==> config.mk <==
export PLATFORM = sky130hd
export DESIGN_NAME = mips_multicycle_control
export DESIGN_NICKNAME = d
export VERILOG_FILES = /design/src/rtl/mips_multicycle_control.sv
export SDC_FILE = /design/constraint.sdc
export NUM_CORES = 1
export LEC_CHECK = 0
export CORE_UTILIZATION = 38
export CTS_BUF_LIST = sky130_fd_sc_hd__clkbuf_4
export CTS_CLUSTER_DIAMETER = 60
export DETAILED_ROUTE_END_ITERATION = 10
export GPL_ROUTABILITY_DRIVEN = 0
export GPL_TIMING_DRIVEN = 1
export HOLD_SLACK_MARGIN = 0.02
export PLACE_DENSITY_LB_ADDON = 0.08
export SLEW_MARGIN = 30
export SYNTH_ARGS = -nofsm -noshare
export SYNTH_HDL_FRONTEND = slang
export SYNTH_SLANG_ARGS = --single-unit
==> constraint.sdc <==
create_clock -name clk -period 1.48 [get_ports clk]
set_input_delay 0.222 -clock clk [delete_from_list [all_inputs] [get_ports clk]]
set_output_delay 0.222 -clock clk [all_outputs]
set_load 0.01 [all_outputs]
==> src/rtl/mips_multicycle_control.sv <==
// Sequenced multi-cycle controller for the mips CPU: one state register,
// Moore-decoded control outputs with memory-ready and branch-zero gating.
module mips_multicycle_control #(
    parameter bit MEM_HANDSHAKE = 1'b1,
    parameter bit SUPPORT_BNE   = 1'b1,
    parameter bit SUPPORT_ADDI  = 1'b1
) (
    input  logic       clk,
    input  logic       reset,
    input  logic [5:0] opcode,
    input  logic       zero,
    input  logic       mem_ready,
    output logic       pc_en,
    output logic       i_or_d,
    output logic       mem_read,
    output logic       mem_write,
    output logic       ir_write,
    output logic       reg_write,
    output logic [1:0] reg_dst,
    output logic [1:0] mem_to_reg,
    output logic       alu_src_a,
    output logic [1:0] alu_src_b,
    output logic [1:0] alu_op,
    output logic [1:0] pc_source,
    output logic       instr_done,
    output logic       illegal_op,
    output logic [3:0] state
);

    typedef enum logic [3:0] {
        FETCH     = 4'd0,
        DECODE    = 4'd1,
        MEM_ADDR  = 4'd2,
        MEM_READ  = 4'd3,
        MEM_WB    = 4'd4,
        MEM_WRITE = 4'd5,
        EXECUTE   = 4'd6,
        R_WB      = 4'd7,
        BRANCH    = 4'd8,
        JUMP      = 4'd9,
        ADDI_WB   = 4'd10
    } state_t;

    localparam logic [5:0] OP_RTYPE = 6'h00;
    localparam logic [5:0] OP_J     = 6'h02;
    localparam logic [5:0] OP_JAL   = 6'h03;
    localparam logic [5:0] OP_BEQ   = 6'h04;
    localparam logic [5:0] OP_BNE   = 6'h05;
    localparam logic [5:0] OP_ADDI  = 6'h08;
    localparam logic [5:0] OP_LW    = 6'h23;
    localparam logic [5:0] OP_SW    = 6'h2B;

    state_t cur;
    state_t nxt;
    logic   ready;
    logic   opcode_legal;

    // Without the handshake mem_ready never reaches the logic, so X on it cannot leak out.
    always_comb begin
        ready = 1'b1;
        if (MEM_HANDSHAKE)
            ready = mem_ready;
    end

    always_comb begin
        case (opcode)
            OP_RTYPE, OP_LW, OP_SW, OP_BEQ, OP_J, OP_JAL: opcode_legal = 1'b1;
            OP_BNE:  opcode_legal = SUPPORT_BNE;
            OP_ADDI: opcode_legal = SUPPORT_ADDI;
            default: opcode_legal = 1'b0;
        endcase
    end

    always_ff @(posedge clk) begin
        if (reset)
            cur <= FETCH;
        else
            cur <= nxt;
    end

    always_comb begin
        nxt        = FETCH;
        pc_en      = 1'b0;
        i_or_d     = 1'b0;
        mem_read   = 1'b0;
        mem_write  = 1'b0;
        ir_write   = 1'b0;
        reg_write  = 1'b0;
        reg_dst    = '0;
        mem_to_reg = '0;
        alu_src_a  = 1'b0;
        alu_src_b  = '0;
        alu_op     = '0;
        pc_source  = '0;
        instr_done = 1'b0;
        illegal_op = 1'b0;
        state      = '0;
        if (!reset) begin
            state = cur;
            case (cur)
                FETCH: begin
                    mem_read  = 1'b1;
                    alu_src_b = 2'b01;
                    ir_write  = ready;
                    pc_en     = ready;
                    nxt       = ready ? DECODE : FETCH;
                end
                DECODE: begin
                    alu_src_b = 2'b11;
                    if (!opcode_legal) begin
                        illegal_op = 1'b1;
                        nxt        = FETCH;
                    end else begin
                        case (opcode)
                            OP_RTYPE:              nxt = EXECUTE;
                            OP_LW, OP_SW, OP_ADDI: nxt = MEM_ADDR;
                            OP_BEQ, OP_BNE:        nxt = BRANCH;
                            OP_J, OP_JAL:          nxt = JUMP;
                            default:               nxt = FETCH;
                        endcase
                    end
                end
                MEM_ADDR: begin
                    alu_src_a = 1'b1;
                    alu_src_b = 2'b10;
                    case (opcode)
                        OP_LW:   nxt = MEM_READ;
                        OP_SW:   nxt = MEM_WRITE;
                        OP_ADDI: nxt = ADDI_WB;
                        default: nxt = FETCH;
                    endcase
                end
                MEM_READ: begin
                    mem_read = 1'b1;
                    i_or_d   = 1'b1;
                    nxt      = ready ? MEM_WB : MEM_READ;
                end
                MEM_WB: begin
                    reg_write  = 1'b1;
                    mem_to_reg = 2'b01;
                    instr_done = 1'b1;
                end
                MEM_WRITE: begin
                    mem_write  = 1'b1;
                    i_or_d     = 1'b1;
                    instr_done = ready;
                    nxt        = ready ? FETCH : MEM_WRITE;
                end
                EXECUTE: begin
                    alu_src_a = 1'b1;
                    alu_op    = 2'b10;
                    nxt       = R_WB;
                end
                R_WB: begin
                    reg_write  = 1'b1;
                    reg_dst    = 2'b01;
                    instr_done = 1'b1;
                end
                ADDI_WB: begin
                    reg_write  = 1'b1;
                    instr_done = 1'b1;
                end
                BRANCH: begin
                    alu_src_a  = 1'b1;
                    alu_op     = 2'b01;
                    pc_source  = 2'b01;
                    instr_done = 1'b1;
                    pc_en      = (opcode == OP_BNE) ? ~zero : zero;
                end
                JUMP: begin
                    pc_source  = 2'b10;
                    pc_en      = 1'b1;
                    instr_done = 1'b1;
                    if (opcode == OP_JAL) begin
                        reg_write  = 1'b1;
                        reg_dst    = 2'b10;
                        mem_to_reg = 2'b10;
                    end
                end
                default: nxt = FETCH;
            endcase
        end
    end

endmodule

==> summary.md, run 1 <==
| Metric | Value |
|---|---|
| TritonCTS Buffers | `3` |
| Yosys top cell area share | `0.111` |
| Largest net degree at the start of global routing | `15` |
| Initial Util | `0.412` |
| Post-DP Area | `0.00137 mm2` |
| Root Buffer | `clkbuf_4` |
| Worst_ep kind | `output port` |
| Top cell type by total area after synthesis | `dfxtp_1` |
| CTS Sinks | `4` |
| H-tree depth | `1` |
| Stop Error | `[ERROR DPL-0038] Utilization greater than 100%, impossible to legalize` |
| Buffers on Ports | `32` |
| Status | `stopped before the end` |
| Synth Instances | `100` |
| GRT worst endpoint | `reg_write` |
| Syn Area/Cell | `slightly above 7 um2` |
| Halt Stage | `global routing` |
| Area contributors post-synth | `dfxtp_1, nor2b_1, nor4_1` |
| Yosys warns | `0` |
| HPWL after detailed placement | `2010 um` |
| CTS Hold Bufs | `0` |
| Die X | `about 46 um` |
| Clk buf depth | `2` |
| # rows | `15` |
| Primary FF master, synth | `dfxtp_1` |
| Post-synth cell types | `44` |
| Dpl cells | `around 190` |
| Yosys reg bits | `4` |
| Post-synthesis sequential area ratio | `0.111` |
| Number of synthesized flops with an enable pin | `0` |
| Chip Height | `45.5 um` |
| Number of I/O pins | `33` |
| Post-Syn Nets | `110` |
| FFs w/ async S/R, synth | `0` |
| Cell area after synthesis | `719 um2` |
[timing repair]
item	CTS
pin swaps	15
buffers inserted	11
cloned	1
setup endpoints to repair	26
resized for setup	148
[kinds of logic after synthesis]
| logic type | after synthesis | share of synthesized area |
|---|---|---|
| and+or+nand+nor | 59 | 0.563 |
| AOI/OAI and AO/OA | 21 | 0.207 |
| xor gates and xnor gates | 4 | 0.0487 |
| DFF | 4 | 0.111 |
| buffers and inverters | 12 | 0.0696 |
[cell usage after synthesis (2+ instances only)]
master,instances
a21oi_1,4
and3b_2,2
nand2_1,3
buf_2,4
nand3_1,5
nor4_1,5
nor3b_1,3
o211ai_1,2
inv_1,2
nor2b_1,5
and3b_1,2
nor3_1,5
nor2_1,7
dfxtp_1,4
nor4b_1,3
a31oi_1,3
xnor2_1,3
and3_1,2
clkbuf_1,5
o21ai_0,4
nand3b_1,2
nand2b_1,3
[per-stage QoR]
stage,utilization,setup slack (ns)
floorplan,-,-0.0899
global placement,0.784,-1.07
detailed placement,0.784,-1.09
CTS,0.923,-0.350
==> inputs of run 2 (changes only) <==
CORE_AREA = 2 2 63 65   (was unset)
CORE_UTILIZATION = unset   (was 38)
CTS_BUF_LIST = unset   (was sky130_fd_sc_hd__clkbuf_4)
CTS_CLUSTER_DIAMETER = unset   (was 60)
DIE_AREA = 0 0 65 67   (was unset)
HOLD_SLACK_MARGIN = unset   (was 0.02)
PLACE_DENSITY_LB_ADDON = 0.15   (was 0.08)
clock period = 1.9 ns   (was 1.48 ns; I/O delays follow)
==> summary.md, run 2 <==
| Metric | Value |
|---|---|
| Status | `finished clean` |
| Synth Instances | `100` |
| CTS Hold Bufs | `0` |
| Area contributors post-synth | `dfxtp_1, nor2b_1, nor4_1` |
| CTS tree | `done` |
| Max VDD drop | `0.185 mV` |
| Die X | `65 um` |
| Reg with most FFs | `cur` |
| Worst-path clk slew | `0.03 ns` |
| Largest net degree at the start of global routing | `19` |
| Reg2Reg Depth | `7` |
| WL final | `2730 um` |
| Grt total ovfl | `0` |
| Wire per inst | `12.9 um` |
| Primary FF master, synth | `dfxtp_1` |
| Initial Util | `0.200` |
| Type of destination of the critical path | `output port` |
| Top-count cell post-synth | `nor2_1` |
| Nets | `175` |
| Post-synthesis sequential area ratio | `0.111` |
| Pre-antenna DRT Iters | `4` |
| Yosys warns | `0` |
| Total power | `0.000416 W` |
| Routed Antenna Nets | `0` |
| Crit path from | `cur[2]` |
| Pins over their slew limit | `0` |
| Critical path fanouts, max | `2` |
| Fin crit period | `between 1.5 and 2 ns` |
| R2R setup slack | `0.30 ns` |
| First-pass GRT wire length | `4480 um` |
| Setup violators final | `0` |
| Post-synth cell types | `44` |
| Commonest cells after routing, fill and taps aside | `buf_4, dlygate4sd2_1, nor2_1, clkdlybuf4s50_1` |
| Final Hold Vio Count | `0` |
| Cell area after synthesis | `719 um2` |
| Top Registers | `cur: 4 flops` |
| Post-Syn Nets | `110` |
| All-Layer GR Usage | `0.132` |
| Number of synthesized flops with an enable pin | `0` |
| DRC violations left | `0` |
| DP Worst Slack | `-0.794 ns` |
| Launch point of the worst reg-to-reg path | `cur[1]` |
| Pwr dens | `287 mW/mm2` |
| PnR worst setup slack | `0.0164 ns` |
| Layout Utilization | `0.402` |
| H-tree depth | `1` |
| Worst slew pin tran | `0.407 ns` |
| Vias | `slightly above 1000` |
| # rows | `22` |
| Tcrit/Tclk final | `0.991` |
| Relative slew slack | `0.725` |
| Buffers on Ports | `32` |
| Worst hold path type | `input pin to flip-flop` |
| Area grow syn2layout | `101%` |
| Number of I/O pins | `33` |
| Worst setup SP type | `flip-flop` |
| RR Endpoint | `cur[0]` |
| Yosys reg bits | `4` |
| Critical Path End | `reg_write` |
| Diode count | `0` |
| CP Data Arrival Time | `between 1.5 and 2 ns` |
| CTS Sinks | `4` |
| Skew final | `approximately 0.00056 ns` |
| Layout cells sized above 1 | `0.448` |
| RSZ-0062 raised after global routing | `true` |
| TritonCTS Buffers | `3` |
| Violation count after the first detailed-routing iteration | `50` |
| Fmax | `531 MHz` |
| Initial antenna violation count | `0` |
| Final setup TNS | `0 ns` |
| Required @ worst endpoint | `1.62 ns` |
| Core area | `0.00361 mm2` |
| HPWL after detailed placement | `2130 um` |
| Max reg flops | `4` |
| FFs w/ async S/R, synth | `0` |
| Die area | `0.00436 mm2` |
| Leakage | `between 0.6 and 0.7 nW` |
| Syn Area/Cell | `7.19 um2` |
| Clk buf depth | `2` |
| Vias per cell | `between 4 and 5` |
| Vias in the first global route | `966` |
| Yosys top cell area share | `0.111` |
| Root Buffer | `clkbuf_8` |
| Clk Latency, worst-skew pair | `0.22 ns` |
| Crit path kind | `flip-flop to output port` |
| Top cell type by total area after synthesis | `dfxtp_1` |
| Max_cap viols | `0` |
| Chip Height | `67 um` |
| Most common cell after layout, fill and taps aside | `buf_4` |
-- run 2: power by group --
| part | switching (W) | internal [W] |
|---|---|---|
| Combinational | 0.0000720 | 0.0000795 |
| Clock | 0.0000421 | 0.000135 |
| Sequential | 0.00000201 | 0.0000859 |
-- run 2: worst min path at each step --
stage	to	slack, ns	from	cells after the start
after floorplan	cur[2]	0.46	opcode[3]	2
after global placement	cur[2]	0.58	cur[3]	2
after detailed placement	cur[2]	0.58	cur[3]	2
after CTS	cur[2]	0.58	cur[3]	2
after global routing	cur[3]	0.55	opcode[5]	5
final	cur[3]	0.51	opcode[5]	5
-- run 2: cells by family after synthesis --
| group | share of synthesized area |
|---|---|
| AO/OA/AOI/OAI | 0.207 |
| XOR/XNOR | 0.0487 |
| buffers and inverters | 0.0696 |
| flip-flops | 0.111 |
| AND/OR/NAND/NOR | 0.563 |
-- run 2: per-layer routing --
metal | GRT usage | vias to the layer above | wire length, um
met4 | 0.0479 | 0 | 15
li1 | - | 513 | -
met1 | 0.166 | 472 | 1260
met5 | 0 | - | 0
met3 | 0.0169 | 2 | 86
met2 | 0.228 | 24 | 1370
-- run 2: critical path, stage by stage (launching register included) --
cell and delay [ns]:
dfxtp_1 0.30, nand2b_4 0.14, or4b_4 0.51, a221oi_2 0.27, buf_2 0.16
-- run 2: area by class of cell --
cell class,instances,area [um2]
inverter,2,7.51
multi-input combinational,84,677
sequential,4,85.1
fill,389,2160
clock buffer,3,41.3
timing repair buffer,70,578
tap,48,60.1
-- run 2: per-stage QoR --
stage	hold slack, ns	instance area, um2	cells
2_1_floorplan	0.456	719	100
3_3_place_gp	0.577	1320	203
4_1_cts	0.581	1400	207
3_5_place_dp	0.578	1320	203
5_1_grt	0.551	1450	211
6_report	0.512	1450	211
-- run 2: repair_timing --
| item | in CTS | in global routing |
|---|---|---|
| resized for setup | 54 | 26 |
| setup endpoints to repair | 22 | 9 |
| setup buffers | 1 | 4 |
| pin swaps | 3 | 4 |
(Power assumes the default switching activity.)
==> inputs of run 3 (changes only) <==
HOLD_SLACK_MARGIN = 0.15   (was unset)
==> results of run 3 <==
Same layout as run 2: the final DEF is identical, and so are final timing and power.
==> inputs of run 4 (changes only) <==
HOLD_SLACK_MARGIN = 0.1   (was 0.15)
==> results of run 4 <==
Same layout as run 2: the final DEF is identical, and so are final timing and power.
